**config.mk**
```make
export PLATFORM = sky130hd
export DESIGN_NAME = matrix_multiply_unit
export DESIGN_NICKNAME = d
export VERILOG_FILES = /design/src/rtl/matrix_multiply_unit.sv
export SDC_FILE = /design/constraint.sdc
export NUM_CORES = 1
export LEC_CHECK = 0
export ABC_CLOCK_PERIOD_IN_PS = 14360
export CAP_MARGIN = 25
export CORE_UTILIZATION = 59
export CTS_BUF_LIST = sky130_fd_sc_hd__clkbuf_4 sky130_fd_sc_hd__clkbuf_8 sky130_fd_sc_hd__clkbuf_16
export DETAILED_ROUTE_END_ITERATION = 8
export HOLD_SLACK_MARGIN = 0.1
export PLACE_DENSITY = 0.89
export SETUP_SLACK_MARGIN = 0.05
export SYNTH_ARGS = -nofsm -noshare
export SYNTH_HDL_FRONTEND = slang
export SYNTH_SLANG_ARGS = --single-unit
```
**constraint.sdc**
```tcl
create_clock -name clk -period 14.36 [get_ports clk]
set_input_delay 2.872 -clock clk [delete_from_list [all_inputs] [get_ports clk]]
set_output_delay 2.872 -clock clk [all_outputs]
set_load 0.01 [all_outputs]
```
**src/rtl/matrix_multiply_unit.sv**
```systemverilog
// rtl/matrix_multiply_unit.sv - sequential signed C = A x B, one MAC per cycle, start/busy/done handshake
// Optional saturating accumulation: define MATMUL_ACC_SAT_EN.
module matrix_multiply_unit #(
  parameter int DATA_WIDTH = 8,
  parameter int M_ROWS     = 2,
  parameter int K_DIM      = 3,
  parameter int N_COLS     = 2,
  parameter int ACC_WIDTH  = 20
) (
  input  logic                         clk,
  input  logic                         rst,
  input  logic                         op_start_matmul,
  input  logic signed [DATA_WIDTH-1:0] input_matrix_a  [0:M_ROWS-1][0:K_DIM-1],
  input  logic signed [DATA_WIDTH-1:0] input_matrix_b  [0:K_DIM-1][0:N_COLS-1],
  output logic signed [ACC_WIDTH-1:0]  output_matrix_c [0:M_ROWS-1][0:N_COLS-1],
  output logic                         op_busy_matmul,
  output logic                         op_done_matmul
);

  localparam int IW = (M_ROWS > 1) ? $clog2(M_ROWS) : 1;
  localparam int JW = (N_COLS > 1) ? $clog2(N_COLS) : 1;
  localparam int KW = (K_DIM  > 1) ? $clog2(K_DIM)  : 1;

  typedef enum logic [1:0] {S_IDLE, S_LOAD, S_MAC, S_DONE} state_t;

  state_t state, state_next;

  logic signed [DATA_WIDTH-1:0] a_reg [0:M_ROWS-1][0:K_DIM-1];
  logic signed [DATA_WIDTH-1:0] b_reg [0:K_DIM-1][0:N_COLS-1];
  logic [IW-1:0] i;
  logic [JW-1:0] j;
  logic [KW-1:0] k;
  logic signed [ACC_WIDTH-1:0] acc, a_ext, b_ext, prod, sum;
  logic last_i, last_j, last_k;

  assign last_i = (i == IW'(M_ROWS - 1));
  assign last_j = (j == JW'(N_COLS - 1));
  assign last_k = (k == KW'(K_DIM - 1));

  always_comb begin
    a_ext = ACC_WIDTH'(a_reg[i][k]);
    b_ext = ACC_WIDTH'(b_reg[k][j]);
    prod  = a_ext * b_ext;
  end

`ifdef MATMUL_ACC_SAT_EN
  // One guard bit: the two top bits disagree exactly when acc+prod overflowed.
  logic signed [ACC_WIDTH:0] sum_wide;
  always_comb begin
    sum_wide = {acc[ACC_WIDTH-1], acc} + {prod[ACC_WIDTH-1], prod};
    if (sum_wide[ACC_WIDTH] != sum_wide[ACC_WIDTH-1])
      sum = sum_wide[ACC_WIDTH] ? {1'b1, {(ACC_WIDTH-1){1'b0}}} : {1'b0, {(ACC_WIDTH-1){1'b1}}};
    else
      sum = sum_wide[ACC_WIDTH-1:0];
  end
`else
  assign sum = acc + prod;
`endif

  always_ff @(posedge clk or posedge rst) begin
    if (rst) state <= S_IDLE;
    else     state <= state_next;
  end

  always_comb begin
    state_next     = state;
    op_busy_matmul = 1'b0;
    op_done_matmul = 1'b0;
    case (state)
      S_IDLE: if (op_start_matmul) state_next = S_LOAD;
      S_LOAD: begin
        op_busy_matmul = 1'b1;
        state_next     = S_MAC;
      end
      S_MAC: begin
        op_busy_matmul = 1'b1;
        if (last_k && last_j && last_i) state_next = S_DONE;
      end
      S_DONE: begin
        op_done_matmul = 1'b1;
        state_next     = S_IDLE;
      end
      default: state_next = S_IDLE;
    endcase
  end

  // Operands are snapshotted once so upstream may change the ports mid-operation.
  always_ff @(posedge clk) begin
    if (state == S_LOAD) begin
      a_reg <= input_matrix_a;
      b_reg <= input_matrix_b;
    end
  end

  always_ff @(posedge clk or posedge rst) begin
    if (rst) begin
      acc <= '0;
      i   <= '0;
      j   <= '0;
      k   <= '0;
      for (int r = 0; r < M_ROWS; r++)
        for (int c = 0; c < N_COLS; c++)
          output_matrix_c[r][c] <= '0;
    end else begin
      case (state)
        S_LOAD: begin
          acc <= '0;
          i   <= '0;
          j   <= '0;
          k   <= '0;
        end
        S_MAC: begin
          if (!last_k) begin
            acc <= sum;
            k   <= k + 1'b1;
          end else begin
            output_matrix_c[i][j] <= sum;
            acc <= '0;
            k   <= '0;
            if (last_j) begin
              j <= '0;
              i <= last_i ? '0 : i + 1'b1;
            end else begin
              j <= j + 1'b1;
            end
          end
        end
        default: ;
      endcase
    end
  end

endmodule
```
==> impl_metrics.yaml <==
synth:
  yosysUniqueCellTypes: 56
  ys.flop_type: "dfrtp_1"
  synth_area_leaders: "edfxtp_1 26%, dfrtp_1 24%, fa_1 16%"
  synth_area_leader_cell: "edfxtp_1"
  yosysWarnings: 0
  yosys-top-cells-count: "138 x nand2_1, 111 x inv_1, 106 x dfrtp_1"
  ys_seq_area_share_pct: 49.1
  synth_edf_count: 96
  synth.net_count: 1198
  synth.cell_area_sq_um: 11300
  ys_seq_elements: 202
  synth_cells: 961
  synth-async-reset-ratio_pct: 52.5
  synth_top_area_share_pct: 25.6
  post-synth-top-count-cell: "nand2_1"
  syn_avg_cell_area_sq_um: 11.7
timing:
  setup_viol: 0
  tightestPinTransition_ns: 0.893
  layout_setup_ws_ns: 7.36
  fin_crit_ns: 7.00
  relSlewSlack_pct: 40.5
  period_share_pct: 48.7
  fmax_mhz: 143
  final-max-slew-violation-count: 0
  skew_ns: 0.0293
  tns_ns: 0
  finalHoldViolations: 0
  rsz0062_at_grt: "false"
  whs_ns: 0.479
routing:
  ant_nets: 0
  vias: 7917
  drt-total-wl_um: 26600
  first_iter_violations: 439
  drtPass1Iterations: 5
  drcViolationCount: 0
  wl_per_cell_um: 19.1
  viasPerCell: 5.70
global_route:
  first_global_vias: 8230
  gr-usage-all-layers_pct: 26.8
  overflow: 0
  grt_max_degree: 73
  grt_pass1_wl_um: 41200
  antenna_found_initial: 0
final_layout:
  fin_area_sq_um: 14100
  area_delta_synth_final_pct: 25.2
  drive_above_1_share_pct: 7.80
  fin_nets: 1377
  antenna_cells: 0
  fill_cells: 1119
  largest_register_ffs: 80
clocking:
  post_cts_resized: 0
  htree_num_levels: 1
  cts_buffers: 22
  post-cts-setup-buffers: 0
  cts_root_buf: "clkbuf_16"
  clock_path_buffers: 3
  cts_hold_buf: 0
  clkTransAtPathRegs_ns: 0.06
  tritoncts: "yes"
  clock_latency_ns: 0.52
  clock-sinks: 202
placement:
  dpl_cell_area_sq_um: 13300
  gp_congestion: 0.905
  dpl_worst_slack_ns: 6.94
  numPortBuffers: 180
  dpl.hpwl_um: 19400
worst_setup_path:
  start_kind: "flop"
  cp_data_required_time_ns: 14.75
  r2r_cells: 22
  worstSetupEndpointType: "flop"
  crit_fanout: 32
  cp_data_arrival_time_ns: 7.38
  path_class: "reg -> reg"
die:
  core_area_sq_um: 18700
  pin_count: 181
  initial_core_util_pct: 60.3
  rows: 50
  die-area_sq_um: 19700
  die_h_um: 140
  die_w_um: 140
run:
  maxCapViolCount: 0
outcome:
  status: "finished, final reports clean"
min_path:
  min_path_cells: 2
  hold_path.class: "reg -> reg"
==> metrics by stage <==
stage | cells | util, %
finish | 1388 | 75.4
CTS | 1384 | 74.9
detailed placement | 1346 | 71.0
global route | 1388 | 75.4
floorplan | 961 | -
global placement | 1343 | 70.8
==> cell usage in the layout (no fill, tap or decap), types with 4 or more instances in the layout <==
cell / count
clkdlybuf4s50_1: 180
nand2_1: 138
inv_1: 110
dfrtp_1: 105
edfxtp_1: 96
fa_1: 88
o21ai_0: 68
nor2_1: 56
ha_1: 49
mux2i_1: 35
clkbuf_16: 22
o21ai_1: 21
a21oi_1: 18
mux2_2: 16
o211ai_1: 12
xnor2_1: 11
o2bb2ai_1: 10
xor2_1: 8
nand2b_1: 8
nor2b_1: 7
nand3_1: 7
clkbuf_4: 6
o21a_1: 4
a21o_1: 4
a211oi_1: 4
or2_2: 4
clkinv_2: 4
buf_16: 4
buf_4: 4
==> logic make-up after synthesis <==
group,Yosys count,synth area share [%]
multiplexers,51,4.71
buffers and inverters,147,5.23
AND/OR/NAND/NOR,241,9.19
AO/OA/AOI/OAI,162,8.96
flip-flops,202,49.1
adder cells (fa/ha/maj),138,21.2
XOR/XNOR,20,1.62
==> worst max-delay path, stage by stage, from the launching register on <==
cell and delay, ns:
dfrtp_2 0.46, buf_12 0.21, nor2b_2 0.29, buf_8 0.24, nand2_1 0.07, o211ai_1 0.08
o21ai_1 0.23, inv_1 0.14, and2_1 0.69, inv_1 0.13, fa_1 0.53, inv_1 0.07
fa_1 0.53, fa_1 0.44, fa_1 0.52, fa_1 0.50, ha_1 0.37, a21oi_1 0.19
o22ai_2 0.13, a31oi_4 0.29, nor4_1 0.11, a311oi_2 0.48, o21ai_1 0.15
==> worst paths after layout <==
kind | from | endpoint | slack (ns)
min in group asynchronous | rst | output_matrix_c[38]$_DFFE_PP0P_ | 2.70
worst min-delay path | output_matrix_c[25]$_DFFE_PP0P_ | output_matrix_c[25]$_DFFE_PP0P_ | 0.48
worst max-delay path | k[1]$_DFFE_PP0P_ | output_matrix_c[17]$_DFFE_PP0P_ | 7.36
worst max register to register | k[1]$_DFFE_PP0P_ | output_matrix_c[17]$_DFFE_PP0P_ | 7.36
max in group asynchronous | rst | k[1]$_DFFE_PP0P_ | 10.34
worst min register to register | output_matrix_c[25]$_DFFE_PP0P_ | output_matrix_c[25]$_DFFE_PP0P_ | 0.48
==> routing by layer <==
layer	vias up	track usage (%)	routed length (um)
li1	3566	-	-
met1	3944	34.5	10400
met2	329	47.3	13900
met3	78	3.49	1320
met4	0	8.91	952
met5	-	0	0
==> layout make-up <==
class                      count  area (sq um)  area share [%]
clock inverter                 8          97.6           0.692
clock buffer                  30           623            4.42
multi-input combinational    612          5160            36.6
tap                          234           293            2.07
sequential                   202          5540            39.2
inverter                     112           423            3.00
timing repair buffer         190          1980            14.0
Power is left out: the tool's default activity adds up to more than one toggle a clock period on the data nets, which glitch-free logic cannot reach.
